[src/rtl/gray_conv_sched.sv]
// Round-robin scheduler sharing one binary<->Gray conversion engine among NREQ requesters.
// Bin->Gray takes one conversion cycle; Gray->bin is resolved bit-serially, MSB first.
module gray_conv_sched #(
  parameter int WIDTH = 4,
  parameter int NREQ  = 4,
  localparam int IDW  = $clog2(NREQ)
) (
  input  logic                    clk,
  input  logic                    rst,
  input  logic [NREQ-1:0]         req_valid,
  input  logic [NREQ-1:0]         req_mode,
  input  logic [NREQ*WIDTH-1:0]   req_data,
  output logic [NREQ-1:0]         req_ready,
  output logic                    out_valid,
  input  logic                    out_ready,
  output logic [WIDTH-1:0]        out_data,
  output logic [IDW-1:0]          out_id,
  output logic                    out_mode,
  output logic                    busy
);

  localparam int CW = $clog2(WIDTH);

  typedef enum logic [1:0] {IDLE = 2'd0, CONV = 2'd1, DONE = 2'd2} state_t;

  state_t           state;
  logic [IDW-1:0]   rr_last;
  logic [IDW-1:0]   id_r;
  logic             mode_r;
  logic [WIDTH-1:0] g_r;
  logic [WIDTH-1:0] work;
  logic [CW-1:0]    cnt;

  logic [IDW-1:0]   grant;
  logic             grant_ok;
  logic [IDW-1:0]   scan_idx;
  logic [WIDTH-1:0] sel_data;
  logic             sel_mode;

  // Round-robin search starting just after the last granted requester.
  always_comb begin
    grant    = '0;
    grant_ok = 1'b0;
    scan_idx = '0;
    for (int k = 1; k <= NREQ; k++) begin
      scan_idx = IDW'((int'(rr_last) + k) % NREQ);
      if (!grant_ok && req_valid[scan_idx]) begin
        grant_ok = 1'b1;
        grant    = scan_idx;
      end else begin
        grant_ok = grant_ok;
      end
    end
  end

  // Select the granted requester's word and mode.
  always_comb begin
    sel_data = '0;
    sel_mode = 1'b0;
    for (int i = 0; i < NREQ; i++) begin
      if (grant == IDW'(i)) begin
        sel_data = req_data[i*WIDTH +: WIDTH];
        sel_mode = req_mode[i];
      end else begin
        sel_data = sel_data;
      end
    end
  end

  assign req_ready = (state == IDLE && grant_ok && !rst)
                   ? ({{(NREQ-1){1'b0}}, 1'b1} << grant) : '0;
  assign busy      = (state != IDLE);

  // Scheduler FSM, conversion datapath and registered result port.
  always_ff @(posedge clk or posedge rst) begin
    if (rst) begin
      state     <= IDLE;
      rr_last   <= IDW'(NREQ - 1);
      id_r      <= '0;
      mode_r    <= 1'b0;
      g_r       <= '0;
      work      <= '0;
      cnt       <= '0;
      out_valid <= 1'b0;
      out_data  <= '0;
      out_id    <= '0;
      out_mode  <= 1'b0;
    end else begin
      case (state)
        IDLE: begin
          if (grant_ok) begin
            g_r     <= sel_data;
            mode_r  <= sel_mode;
            id_r    <= grant;
            rr_last <= grant;
            state   <= CONV;
            if (sel_mode) begin
              work <= {sel_data[WIDTH-1], {(WIDTH-1){1'b0}}};
              cnt  <= CW'(WIDTH - 2);
            end else begin
              work <= '0;
              cnt  <= '0;
            end
          end
        end
        CONV: begin
          if (!mode_r) begin
            work  <= g_r ^ (g_r >> 1);
            state <= DONE;
          end else begin
            // Each binary bit is the next-higher binary bit XOR this Gray bit.
            work[cnt] <= work[cnt + CW'(1)] ^ g_r[cnt];
            if (cnt == '0) begin
              state <= DONE;
            end else begin
              cnt <= cnt - CW'(1);
            end
          end
        end
        DONE: begin
          if (!out_valid) begin
            out_valid <= 1'b1;
            out_data  <= work;
            out_id    <= id_r;
            out_mode  <= mode_r;
          end else if (out_ready) begin
            out_valid <= 1'b0;
            state     <= IDLE;
          end
        end
        default: state <= IDLE;
      endcase
    end
  end

endmodule

[config.mk]
export PLATFORM = sky130hd
export DESIGN_NAME = gray_conv_sched
export DESIGN_NICKNAME = d
export VERILOG_FILES = /design/src/rtl/gray_conv_sched.sv
export SDC_FILE = /design/constraint.sdc
export NUM_CORES = 1
export LEC_CHECK = 0
export ABC_AREA = 1
export BUFFER_PORTS_ARGS = -buffer_cell sky130_fd_sc_hd__buf_2
export CAP_MARGIN = 20
export CORE_MARGIN = 2
export CORE_UTILIZATION = 54
export DETAILED_ROUTE_END_ITERATION = 10
export PLACE_DENSITY = 0.8
export SLEW_MARGIN = 20
export SYNTH_ARGS = -nofsm -noshare
export SYNTH_HDL_FRONTEND = slang
export SYNTH_SLANG_ARGS = --single-unit
[constraint.sdc]
create_clock -name clk -period 2.3 [get_ports clk]
set_clock_uncertainty 0.05 [all_clocks]
set_input_delay 0.23 -clock clk [delete_from_list [all_inputs] [get_ports clk]]
set_output_delay 0.23 -clock clk [all_outputs]
set_load 0.005 [all_outputs]
## Word level (Yosys, flattened, before mapping)

Cells that the tools add are included.

- Register bits after elaboration: 25
- Input bits: 27
- Output and inout bits: 13
- Logic and storage cells: 108

- Add/sub/neg operators: 6
- $lt $le $gt $ge: 7
- Equality and inequality tests: 11
- Shift operators: 1
- Mux-type cells: 49
- Bitwise operators: 3
- Reductions and logical operators: 20

Operators with widths:

| cell | count |
|---|---|
| $mux W4 | 8 |
| $mux W2 | 13 |
| $lt A2 B3 Y1 const B | 6 |
| $mux W1 | 17 |
| $bmux W1 S2 | 6 |
| $ne A2 B2 Y1 const B | 5 |
| $pmux W4 S2 | 1 |
| $reduce_and A4 Y1 | 2 |
| $add A2 B1 Y2 const B | 3 |
| $eq A2 B2 Y1 const B | 3 |
| $logic_and A1 B1 Y1 | 6 |
| $logic_not A2 Y1 | 3 |
| $pmux W2 S3 | 1 |
| $reduce_and A2 Y1 | 3 |
| $add A2 B2 Y2 const B | 2 |
| $bwmux W4 | 1 |
| $eq A2 B1 Y1 const B | 2 |
| $logic_not A1 Y1 | 4 |
| $pmux W2 S2 | 1 |
| $reduce_bool A2 Y1 | 2 |
| $shl A1 B2 Y4 const A | 1 |
| $xor A4 B3 Y4 | 1 |
| $ne A3 B3 Y1 const B | 1 |
| $demux W1 S2 | 1 |
| other kinds (4) | 4 |

## Depth between registers and ports, before layout

Gate-level depths: netlist of run 1.

- Word-level depth: 21
- Mapped depth: 16
- Mapped depth without buffers: 16

## Least setup slack after synthesis of run 1

OpenSTA, ideal clock, no wires.

- Path type: register to output
- Start: register rr_last[0]
- End: output port req_ready[0]
- Arrival: 1.673 ns
- Required time: 2.020 ns
- Slack: 0.347 ns
- Stages on the path, launching flop included: 12
- Cell sequence: dfstp_2 buf_6 nand2_1 nand2_2 nand2_1 nand2_1 inv_2 nand4_1 nand2_1 inv_1 nand2_1 nor3_1

- Longest elaborated chain between the ends: 16
- Elaborated cells on any way between the ends: 30

RTL lines:

| item | RTL line | text |
|---|---|---|
| start: declaration | 27 | `logic [IDW-1:0] rr_last;` |
| start signal: assignment | 78 | `rr_last <= IDW'(NREQ - 1);` |
| start signal: assignment | 95 | `rr_last <= grant;` |
| $add A2 B1 Y2 | 46 | `scan_idx = IDW'((int'(rr_last) + k) % NREQ);` |
| $bmux W1 S2 | 47 | `if (!grant_ok && req_valid[scan_idx]) begin` |
| $mux W1 (implied by the code) | 47 |  |
| $mux W1 | 47 |  |
| $logic_not A1 Y1 | 47 |  |
| $logic_and A1 B1 Y1 | 47 |  |
| $mux W1 | 47 |  |
| $logic_not A1 Y1 | 47 |  |
| $logic_and A1 B1 Y1 | 47 |  |
| $mux W1 | 47 |  |
| $logic_not A1 Y1 | 47 |  |
| $logic_and A1 B1 Y1 | 47 |  |
| $mux W1 | 47 |  |
| $logic_and A1 B1 Y1 (2 in series) | 70 | `assign req_ready = (state == IDLE && grant_ok && !rst)` |
| $mux W4 * | 71 | `? ({{(NREQ-1){1'b0}}, 1'b1} << grant) : '0;` |
| end: declaration | 13 | `output logic [NREQ-1:0] req_ready,` |

Every way passes the cells marked *; elsewhere a longest branch is shown, timed or not. The select of a mux whose other input is x is not followed.

## Final worst setup path of run 1

- Start: register rr_last[0]
- End: output port req_ready[3]

The elaborated chain is that of the path after synthesis.

==> run summary, run 1 <==
The final critical-path setup slack is -223.0 ps, and the number of vias per cell is 5.590. The slew at the pin closest to its max-slew limit was 342.9 ps; the total power of the final layout was 4.618 mW. The tools report the number of nets in the layout as 334. The worst path in the final design needs a cycle of 2523 ps, including I/O delays and setup. The footprint of the flip-flops and latches is 628.1 µm², and the port buffer count is 39.

On the critical path the largest part of the delay comes from simple AND/OR/NAND/NOR gates. In this design, the critical path's most frequently occurring cell is nand2_4. The core region is 3103 µm². The run gives 1.428 mV as the maximum ir drop on the vdd rail.

The tools report the buffer cell driving the clock tree root as clkbuf_4. The ratio of final minimum period to clock period works out to 1.097. The overall die area is 3772 µm², and the horizontal die dimension is 61.42 µm. Once placement finished, the instance area stood at 2037 µm². The power density relative to cell area works out to 1872 nW/µm². For the net count after synthesis, the log shows 269.

The fraction of final layout cells sized beyond drive strength 1 is 0.4536. For the worst hold-check slack, the log shows 94.66 ps. The leakage power total was 1.279 nW. The sort of element at the start of the critical path was a flip-flop. Clock-pin slew was measured on the worst setup and hold paths at 150 ps.

The run gives 0.3528 as the share of the yosys chip area belonging to registers. Setup repair after global routing could not meet its margin everywhere. The routed via count was 1,934. 40 I/O pins were placed. The warning count from the yosys run is 0. The antenna violation net count after detailed routing was 0. TritonCTS created 3 clock buffers.

The critical path's largest stage delay came out at 690 ps. The flow ran to the end, but the final reports show violations. The logs give 0.5738 for the initial cell density of the core and 7 for the number of setup violations in the final report. For the global router's overall resource usage, the log shows 0.2612. Routed length per placed instance: 15.12 µm. The final reports fail on setup timing. Summing all multi-input logic gate instances after layout gives 1197 µm².

After synthesis, the cell types taking the most area are dfrtp_1 (32%), nand2_1 (13%), o21ai_0 (6.2%). The tools report the total inserted antenna cells as 0. Wires add up to 5.231 mm. The run gives 238 as the gate count of the mapped netlist. The setup path with the least slack is of type reg -> out.

The number of global-route vias before repair was 1,670. A synthesized cell averages 7.481 µm². At the later pin of the worst-skew pair, clock insertion delay measures 340 ps. The count of unique library cells instantiated by Yosys is 33, and the highest clock frequency the design can meet is 396.4 MHz.

The number of levels in the clock H-tree was 1. The detailed router's first-iteration violation count was 118. For the required time of the worst setup path, the log shows 2020 ps.

The total number of placement rows is 20. For the final hold violation count, the log shows 0. Summed over all layers, the global routing overflow is 0. The run gives 0.7708 as the relative max-transition margin.

For this design, the sink count on the clock tree is 25. The number of antenna violations at the first check in global routing was 0. The synthesized netlist occupies a cell area of 1780 µm².

The first detailed-routing pass took 4 iterations. The commonest non-fill, non-tap cell in the layout was nand2_1. Data arrives at the worst endpoint at 2240 ps.

TritonCTS built the clock tree. After the flow finishes, the layout carries non-filler instances totaling 346. The run gives 26 as the pin count of the biggest net entering global routing. The vertical extent of the die was 61.42 µm; the top fanout value on the critical path was 8.

Detailed placement finished with a half-perimeter wire length of 2.991 mm. The min-delay analysis places its worst path in the category in -> reg. The largest area contributor in the netlist was dfrtp_1. Max-cap violations in this run came to 0. The count of state elements after synthesis works out to 25. The library cells used most frequently in the layout, excluding fill and tap cells, are nand2_1 (48), buf_2 (39), dfrtp_1 (23), inv_1 (22), o21ai_0 (21). After routing the design area is 2467 µm². The number of cells after detailed placement came out at 322. In the routed design, unresolved DRC markers number 0. The worst path buffer plus inverter count was 4.

Traced cell by cell, the critical path runs through inv_6, nand2_4, nand2_4, nand2_4, nand2_4, nor2_8, nand3b_4, nand2_4, inv_6, nor2_4, inv_2, nor2_1, buf_2. Max-slew violation count: 0. The filler cells instantiated in the layout total 221. The area growth from synthesis to layout came out at 38.58%.

The area share of the largest cell type after synthesis is 0.3233. The sort of element at the end of the critical path was a primary output. The congestion estimate from routability-driven global placement came to 0.9336.

The slowest stage of the critical path is the dfstp_2 cell. The first global-routing pass estimated 7.431 mm of wire. The longest clock path from root to sink contains 2 buffers.
==> worst register-to-register path: stages, from the launching register on <==
cell and delay (ps):
dfstp_2 690, buf_6 150, nand2_4 50, nand2_4 90, nand2_4 70, buf_4 140
nand2_2 50, nand2_1 60, inv_2 70, nand2_4 70, buf_6 140, buf_4 140
nor2_4 140, nand2_2 90, nand4_4 80, nand3_2 80, a21oi_2 130
==> per-stage QoR <==
step,setup slack [ps],TNS (ps),utilization
final,-223.0,-848.6,0.7952
after global routing,-311.0,-1902,0.7952
after CTS,-157.5,-460.4,0.7480
after detailed placement,58.60,0,0.6565
after global placement,77.28,0,0.6565
after floorplan,347.4,0,-
==> Yosys cell counts <==
cell type,n
inv_1,28
ha_1,4
mux2_2,3
inv_6,1
a32o_1,1
a21oi_1,10
o21ai_1,7
dfstp_2,2
o211ai_2,1
o21ai_0,22
nand3_1,13
nand2_2,10
buf_6,2
nor2_1,11
nand3b_2,1
nor2_8,1
nand4_1,3
o22ai_1,1
nand2_1,63
nand4_2,2
inv_2,4
a21oi_4,1
a22oi_2,1
xnor2_1,2
clkbuf_1,1
nor3_1,3
a21oi_2,1
nand2_4,5
nor2_2,5
or2_0,1
buf_2,1
nand3_2,4
dfrtp_1,23
==> per-layer routing <==
metal | global-route usage | part of all wire | vias to the layer above
li1 | - | - | 909
met1 | 0.3578 | 0.41 | 928
met2 | 0.4438 | 0.51 | 85
met3 | 0.04202 | 0.060 | 12
met4 | 0.04863 | 0.017 | 0
met5 | 0 | 0 | -
==> flip-flops by register name, indices dropped and copies added (netlist names), 2 cells and up <==
signal and flops:
id_r 2, out_id 2, out_data 4, state 2, cnt 2, rr_last 2, g_r 4, work 4
==> where the power goes <==
part	switching, mW	total, mW	leakage (nW)	internal [mW]
combinational	2.10	3.57	0.953	1.47
clock	0.149	0.216	0.0139	0.0668
sequential	0.173	0.837	0.312	0.664
total	2.42	4.62	1.28	2.20
==> cells by family (layout without fill, tap and decap cells) <==
| kind of cell | Yosys count | count (layout) | synth area share |
|---|---|---|---|
| xor+xnor | 2 | 2 | 0.009840 |
| buf+inv | 37 | 101 | 0.08994 |
| mux | 3 | 3 | 0.01897 |
| simple gates | 122 | 122 | 0.3535 |
| compound gates | 45 | 45 | 0.1469 |
| flops | 25 | 25 | 0.3528 |
| fa+ha+maj | 4 | 4 | 0.02811 |
==> final cells by class <==
| cell class | count | share of cell area |
|---|---|---|
| Sequential cell | 25 | 0.2546 |
| Multi-Input combinational cell | 176 | 0.4853 |
| Clock inverter | 1 | 0.003043 |
| Timing Repair inverter | 1 | 0.001521 |
| Timing Repair Buffer | 63 | 0.1689 |
| Inverter | 33 | 0.05527 |
| Tap cell | 44 | 0.02231 |
| Clock buffer | 3 | 0.009128 |
==> worst paths after layout <==
kind	from	end	slack (ps)	cells after the start
worst max-delay path	rr_last[0]$_DFFE_PP1P_	req_ready[3]	-220	13
worst min-delay path	req_data[14]	g_r[2]$_DFFE_PP0P_	90	3
worst max register to register	rr_last[0]$_DFFE_PP1P_	work[3]$_DFFE_PP0P_	-50	16
worst min register to register	out_id[1]$_DFFE_PP0P_	out_id[1]$_DFFE_PP0P_	450	2
max in group asynchronous	rst	rr_last[1]$_DFFE_PP1P_	1360	4
min in group asynchronous	rst	out_id[1]$_DFFE_PP0P_	550	4
==> timing repair <==
action	in CTS	in global routing
setup buffers	15	3
pin swaps	16	16
hold buffers	1	0
setup endpoints to repair	4	12
cloned	1	0
resized for setup	32	30
hold endpoints to repair	23	0
No activity file was read; power rests on OpenSTA's default activity.
==> inputs of run 2 (changes only) <==
- CORE_UTILIZATION: 54 -> 40
- PLACE_DENSITY: 0.8 -> 0.62
==> run summary, run 2 (synthesized netlist as in run 1, its figures left out) <==
The clock latency at the later pin of the worst-skew pair is 270 ps. The fraction of final layout cells sized beyond drive strength 1 is 0.4739, and the number of cells on the critical path is 13. The global router's overall resource usage was 0.1751; the remaining global-route overflow was 0. Sort of element at the start of the critical path: a flip-flop. The area growth from synthesis to layout is 42.45%, and the ratio of final minimum period to clock period is 1.038.

The commonest non-fill, non-tap cell in the layout was nand2_1. Static timing analysis puts the maximum clock frequency at 418.9 MHz. The vertical extent of the die is 70.72 µm.

STA classifies the critical path endpoint as a primary output. Summed over all nets, the half-perimeter wirelength after detailed placement is 3.085 mm. The maximum ir drop on the vdd rail was 1.046 mV; the number of antenna violations at the first check in global routing was 0. TritonCTS built the clock tree. For the relative max-transition margin, the log shows 0.7580. Clock-pin slew was measured on the worst setup and hold paths at 90 ps.

The cell family contributing the most delay on the critical path was simple AND/OR/NAND/NOR gates. Power spread over the standard cell area amounts to 1793 nW/µm². Critical path start-end classification: reg -> out. The routed layout has 1,787 vias.

For the first-pass GRT wire length, the log shows 7.251 mm. The run gives 1,657 as the number of global-route vias before repair. Entering global routing, the biggest net connects 26 pins.

The core region is 4324 µm². The filler cell count in the final layout was 395. The worst path in the final design needs a cycle of 2387 ps, including I/O delays and setup.

The die is 70.72 µm wide. The number of hold buffers added after cts was 0; the leakage power total was 1.305 nW. At the worst endpoint, the arrival time is 2110 ps. CTS saw 25 sinks. Clock tree synthesis selected as its root buffer the cell clkbuf_8. The number of levels in the clock H-tree came out at 1. The port buffer count was 39; the required time of the worst setup path was 2020 ps. The largest single stage delay on the critical path is 600 ps. Reg2reg setup slack: 0 ps. The utilization after layout was 0.5865.

The antenna violation net count after detailed routing was 0. The last weighted congestion value of the routability-driven placer was 0.8973. The min-delay analysis places its worst path in the category in -> async. Slew at the pin closest to its max-slew limit: 362.1 ps.

Row generation in the floorplan step produced 24 rows. Setup repair after global routing could not meet its margin everywhere. Max-cap violations in this run came to 0. The floorplan step defined a die boundary enclosing 5001 µm². In the final layout, the registers with the most flip-flops are g_r: 4 flops, out_data: 4 flops, work: 4 flops. Capture instance of the worst register-to-register path: work[3]$_DFFE_PP0P_. Walking the worst path, the cells encountered are clkinv_4, buf_6, nand2_1, nand3_2, nand2_2, nor2_4, a21oi_4, nand2_4, nor2_4, nor2_4, inv_2, nor2_2, buf_2.

At the end of the flow, the number of nets in the layout was 338. No sink is reached through more buffers than the 2 on the longest clock path. For the number of optimization iterations in the first detailed-route pass, the log shows 4.

The library cells used most frequently in the layout, excluding fill and tap cells, are nand2_1 (47), buf_2 (39), inv_1 (23), dfrtp_1 (23). The run finished, with violations left. The total DRC errors in the routed layout was 0; the number of vias per cell was 4.992. Of all nets on the critical path, the largest fanout is 6. The routed length per placed instance is 12.98 µm.

The startpoint identified for the worst register-to-register timing path is rr_last[0]$_DFFE_PP1P_. The worst path buffer plus inverter count works out to 4. The number of ports placed on the die boundary came out at 40. For the final critical-path setup slack, the log shows -86.98 ps. The final hold violation count was 0. The critical path ends at req_ready[3]. The initial cell density of the core was 0.4117. The final reports fail on setup timing. With fillers left out, the area of the finished cells amounts to 2536 µm². The number of antenna diodes in the final layout is 0. For this design, the slowest cell found on the critical path is dfstp_2. For the aggregate routed wire length, the log shows 4.646 mm. Setup violations remaining at the end of the flow were counted as 5.

Among the stages of the critical path, the cell type that occurs most often is nor2_4. Hold timing on the final database bottoms out at a slack of 76.62 ps. The logs give 3 for the number of buffers added by the clock tree synthesis step and 100 for the detailed router's first-iteration violation count.

For the worst flop-to-flop path, the logic depth is 14. Tracing the worst setup path back leads to its startpoint at rr_last[0]$_DFFE_PP1P_. The placed instances occupy a cell area of 2069 µm². The max-slew violation count is 0.
-- run 2: cell type report --
class	count	area, µm²	area share
multi-input cells	176	1206	0.4756
flip-flops and latches	25	628.1	0.2477
repair buffers	68	455.4	0.1796
inverters	33	136.4	0.05377
well taps	52	65.06	0.02565
clock buffers	4	45.04	0.01776
-- run 2: tightest hold or removal path, cell delays in order --
cell and delay (ps):
buf_2 90, inv_1 130, buf_4 340
-- run 2: metal layers --
metal,vias up,global-route usage,routed length (µm)
li1,906,-,-
met1,824,0.2329,2091
met2,53,0.2991,2320
met3,4,0.02279,197
met4,0,0.05031,38
met5,-,0,0
-- run 2: how the worst min path moves through the flow --
stage,start,endpoint,slack [ps],cells past startpoint
2_1_floorplan,rst,cnt[0]$_DFFE_PP0P_,210,1
3_3_place_gp,rst,out_data[3]$_DFFE_PP0P_,350,3
3_5_place_dp,rst,work[2]$_DFFE_PP0P_,330,3
4_1_cts,rst,out_mode$_DFFE_PP0P_,60,3
5_1_grt,rst,cnt[1]$_DFFE_PP0P_,120,3
6_report,rst,out_mode$_DFFE_PP0P_,80,3
-- run 2: report_power, final --
| part | internal (mW) | switching, mW |
|---|---|---|
| clock | 0.124 | 0.137 |
| sequential | 0.665 | 0.131 |
| combinational | 1.47 | 2.02 |
| total | 2.26 | 2.29 |
-- run 2: what timing repair did --
item	CTS	global route
setup buffers	14	9
resized for setup	25	45
endpoints found under the setup margin	4	10
gates cloned	0	0
pin swaps	14	21
-- run 2: through the flow --
step                      setup slack (ps)  power [mW]  TNS [ps]  std cells
final                               -86.98       4.548    -247.1        358
after global routing                -222.3       4.944     -1337        358
after CTS                           -58.46       4.090    -71.61        351
after detailed placement             30.95       3.277         0        333
after global placement               63.40       3.254         0        333
after floorplan                      347.4       2.716         0        238
==> inputs of run 3 (changes only) <==
- PLACE_DENSITY: 0.62 -> 0.64
- clock period: 2.3 -> 2.1 ns (I/O delays scaled with it)
==> run summary, run 3 (synthesized netlist as in run 1, its figures left out) <==
The run finished, with violations left. The final reports fail on setup timing. TritonCTS built the clock tree. In the layout the commonest cells are nand2_1 (50), buf_2 (39), inv_1 (24), buf_4 (24), dfrtp_1 (23). The final route contains 1,735 vias.

Sort of element at the start of the critical path: a flip-flop. The root buffer cell chosen for the clock tree is clkbuf_8. The worst path buffer plus inverter count is 4.

In this run the worst path has a maximum fanout of 9. For the detailed router's first-iteration violation count, the log shows 133. The number of buffers added by the clock tree synthesis step is 3, and the clock latency at the later pin of the worst-skew pair is 270 ps.

The worst setup path is captured at a primary output. From bottom edge to top edge, the die measures 70.72 µm. The tools report the cell area after layout as 2455 µm². The largest single stage delay on the critical path is 600 ps. For this run, the detailed router's first-pass iteration total came to 4. The register clock-pin slew on the reported worst setup and hold paths is 90 ps. After legalization and detailed placement, the total HPWL measured 3.070 mm. The run gives 426.5 MHz as the highest clock frequency the design can meet. The signal on the critical path passes through inv_4, nand2_1, nand2_4, nand2_4, nand2_8, nor2_8, nand4_4, inv_2, nor2_4, nor2_4, inv_2, nor2_1, buf_2.

Counting the fill cells in the layout gives 395. In the routed layout, each cell is associated on average with a via count of 4.833. During I/O placement, the number of pins put on the boundary was 40. The logs give 1840 ps for the required time of the worst setup path and 0 for the total inserted antenna cells. Final hold violation count: 0.

Once detail routing completed, the nets flagged for antenna violations numbered 0. The tools report the proportion of power drawn by combinational gates as 0.758. The run gives 1 as the number of levels in the clock H-tree.

The power density relative to cell area came out at 1979 nW/µm². The final critical-path setup slack is -244.7 ps. The cell family contributing the most delay on the critical path is simple AND/OR/NAND/NOR gates. The floorplan has 24 rows. Setup repair after global routing could not meet its margin everywhere. The internal power component was 2.479 mW; the maximum ir drop on the vdd rail was 1.591 mV. The share of total power in sequential cells is 0.182. The clock network fraction of total power is 0.061. The switching power share of the total was 0.4897. The number of antenna violations at the first check in global routing is 0.

The slew at the pin closest to its max-slew limit is 425.6 ps. The tools report the launch point of the critical path as rr_last[0]$_DFFE_PP1P_. The total DRC errors in the routed layout came out at 0.

The count of maximum capacitance violations was 0; the count of non-filler cells in the finished layout was 359. The startpoint identified for the worst register-to-register timing path is rr_last[0]$_DFFE_PP1P_. In this run the static leakage power is 1.267 nW. From synthesis to final layout, the design area changed by 37.88%.

The run gives 2080 ps as the data arrival time of the critical path. The total overflow left after global routing is 0. The run gives 2130 µm² as the area of placed instances.

The critical path start-end classification was reg -> out. Relative max-transition margin: 0.7153. The logs give 339 for the number of nets in the layout and 5001 µm² for the overall die area.

The port buffer count is 39, and the initial cell density of the core is 0.4117. Ratio of final minimum period to clock period: 1.117. The path class of the tightest hold or removal check is in -> async. Summed over all layers, the routed wires come to 4.240 mm.

Setup violations remaining at the end of the flow were counted as 11. The last weighted congestion value of the routability-driven placer was 0.9356. The power spent charging and discharging nets is 2.380 mW. For the core outline area, the log shows 4324 µm².

Subtracting the final worst setup slack from the clock period gives 2345 ps. The first-pass GRT wire length came out at 7.334 mm. Overall power consumption after layout is estimated at 4.859 mW.

The logs give 25 for the sink count of the clock tree and 2 for the worst-case clock buffer depth. Commonest non-fill, non-tap cell in the layout: nand2_1. The routed length per placed instance came out at 11.81 µm.

The largest registers in the layout are g_r: 4 flops, out_data: 4 flops, work: 4 flops. The max-slew violation count was 0; the number of cells after detailed placement was 341. The global router's overall resource usage is 0.1758. The horizontal die dimension was 70.72 µm; the fraction of final layout cells sized beyond drive strength 1 was 0.4495. The number of global-route vias before repair was 1,684. The worst-path cell with the longest stage delay is dfstp_2. The run gives 26 as the pin count of the biggest net entering global routing.
run 3: cell types whose count changed in the layout (fill, tap and decap cells not counted), moves of 3 or more:
cell     change
buf_4        +4
buf_6        -3
nand2_1      +3
nand2_2      +7
nand2_4     -10
run 3: per-stage QoR:
step                  util  TNS, ps  setup slack [ps]  hold slack [ps]
detailed placement  0.4925   -511.6            -104.5            327.7
floorplan                -        0             167.4            194.3
finish              0.5677    -1515            -244.7            51.19
global placement    0.4925   -133.0            -67.29            321.8
global route        0.5677    -3143            -381.9            64.57
CTS                 0.5394   -828.7            -200.1            52.82
run 3: worst min-delay path, cell delays in order:
cell,delay [ps]
buf_2,90
inv_1,120
buf_4,350
run 3: layout make-up:
class,count,area [µm²],area share
clock buffer,3,41.29,0.01682
clock inverter,1,7.507,0.003058
inverter,33,131.4,0.05352
multi-input combinational,176,1130,0.4602
sequential,25,628.1,0.2559
tap,52,65.06,0.02650
timing repair buffer,69,451.7,0.1840
run 3: power groups by stage:
stage	Combinational, mW	Clock [mW]	Sequential, mW
6_report	3.68	0.295	0.883
3_5_place_dp	2.82	0	0.895
5_1_grt	4.09	0.326	0.909
3_3_place_gp	2.79	0	0.884
4_1_cts	3.33	0.300	0.883
2_1_floorplan	2.11	0	0.866
run 3: final timing paths:
check | slack [ps] | cells after the start | to
worst max-delay path | -240 | 13 | req_ready[3]
max in group asynchronous | 1660 | 3 | rr_last[0]$_DFFE_PP1P_
worst max register to register | -150 | 14 | cnt[1]$_DFFE_PP0P_
worst min-delay path | 50 | 3 | g_r[0]$_DFFE_PP0P_
min in group clk | 150 | 3 | g_r[1]$_DFFE_PP0P_
worst min register to register | 430 | 2 | out_data[2]$_DFFE_PP0P_
run 3: metal layers:
layer | GRT usage | up-vias | share of wire
met5 | 0 | - | 0
li1 | - | 909 | -
met3 | 0.01852 | 2 | 0.033
met2 | 0.3063 | 39 | 0.47
met1 | 0.2377 | 785 | 0.49
met4 | 0.03564 | 0 | 0.0059
run 3: what timing repair did:
item	CTS	global route
buffers inserted	7	7
hold buffers	0	0
endpoints found under the setup margin	11	13
resized for setup	30	12
endpoints found under the hold margin	0	0
pin swaps	12	5
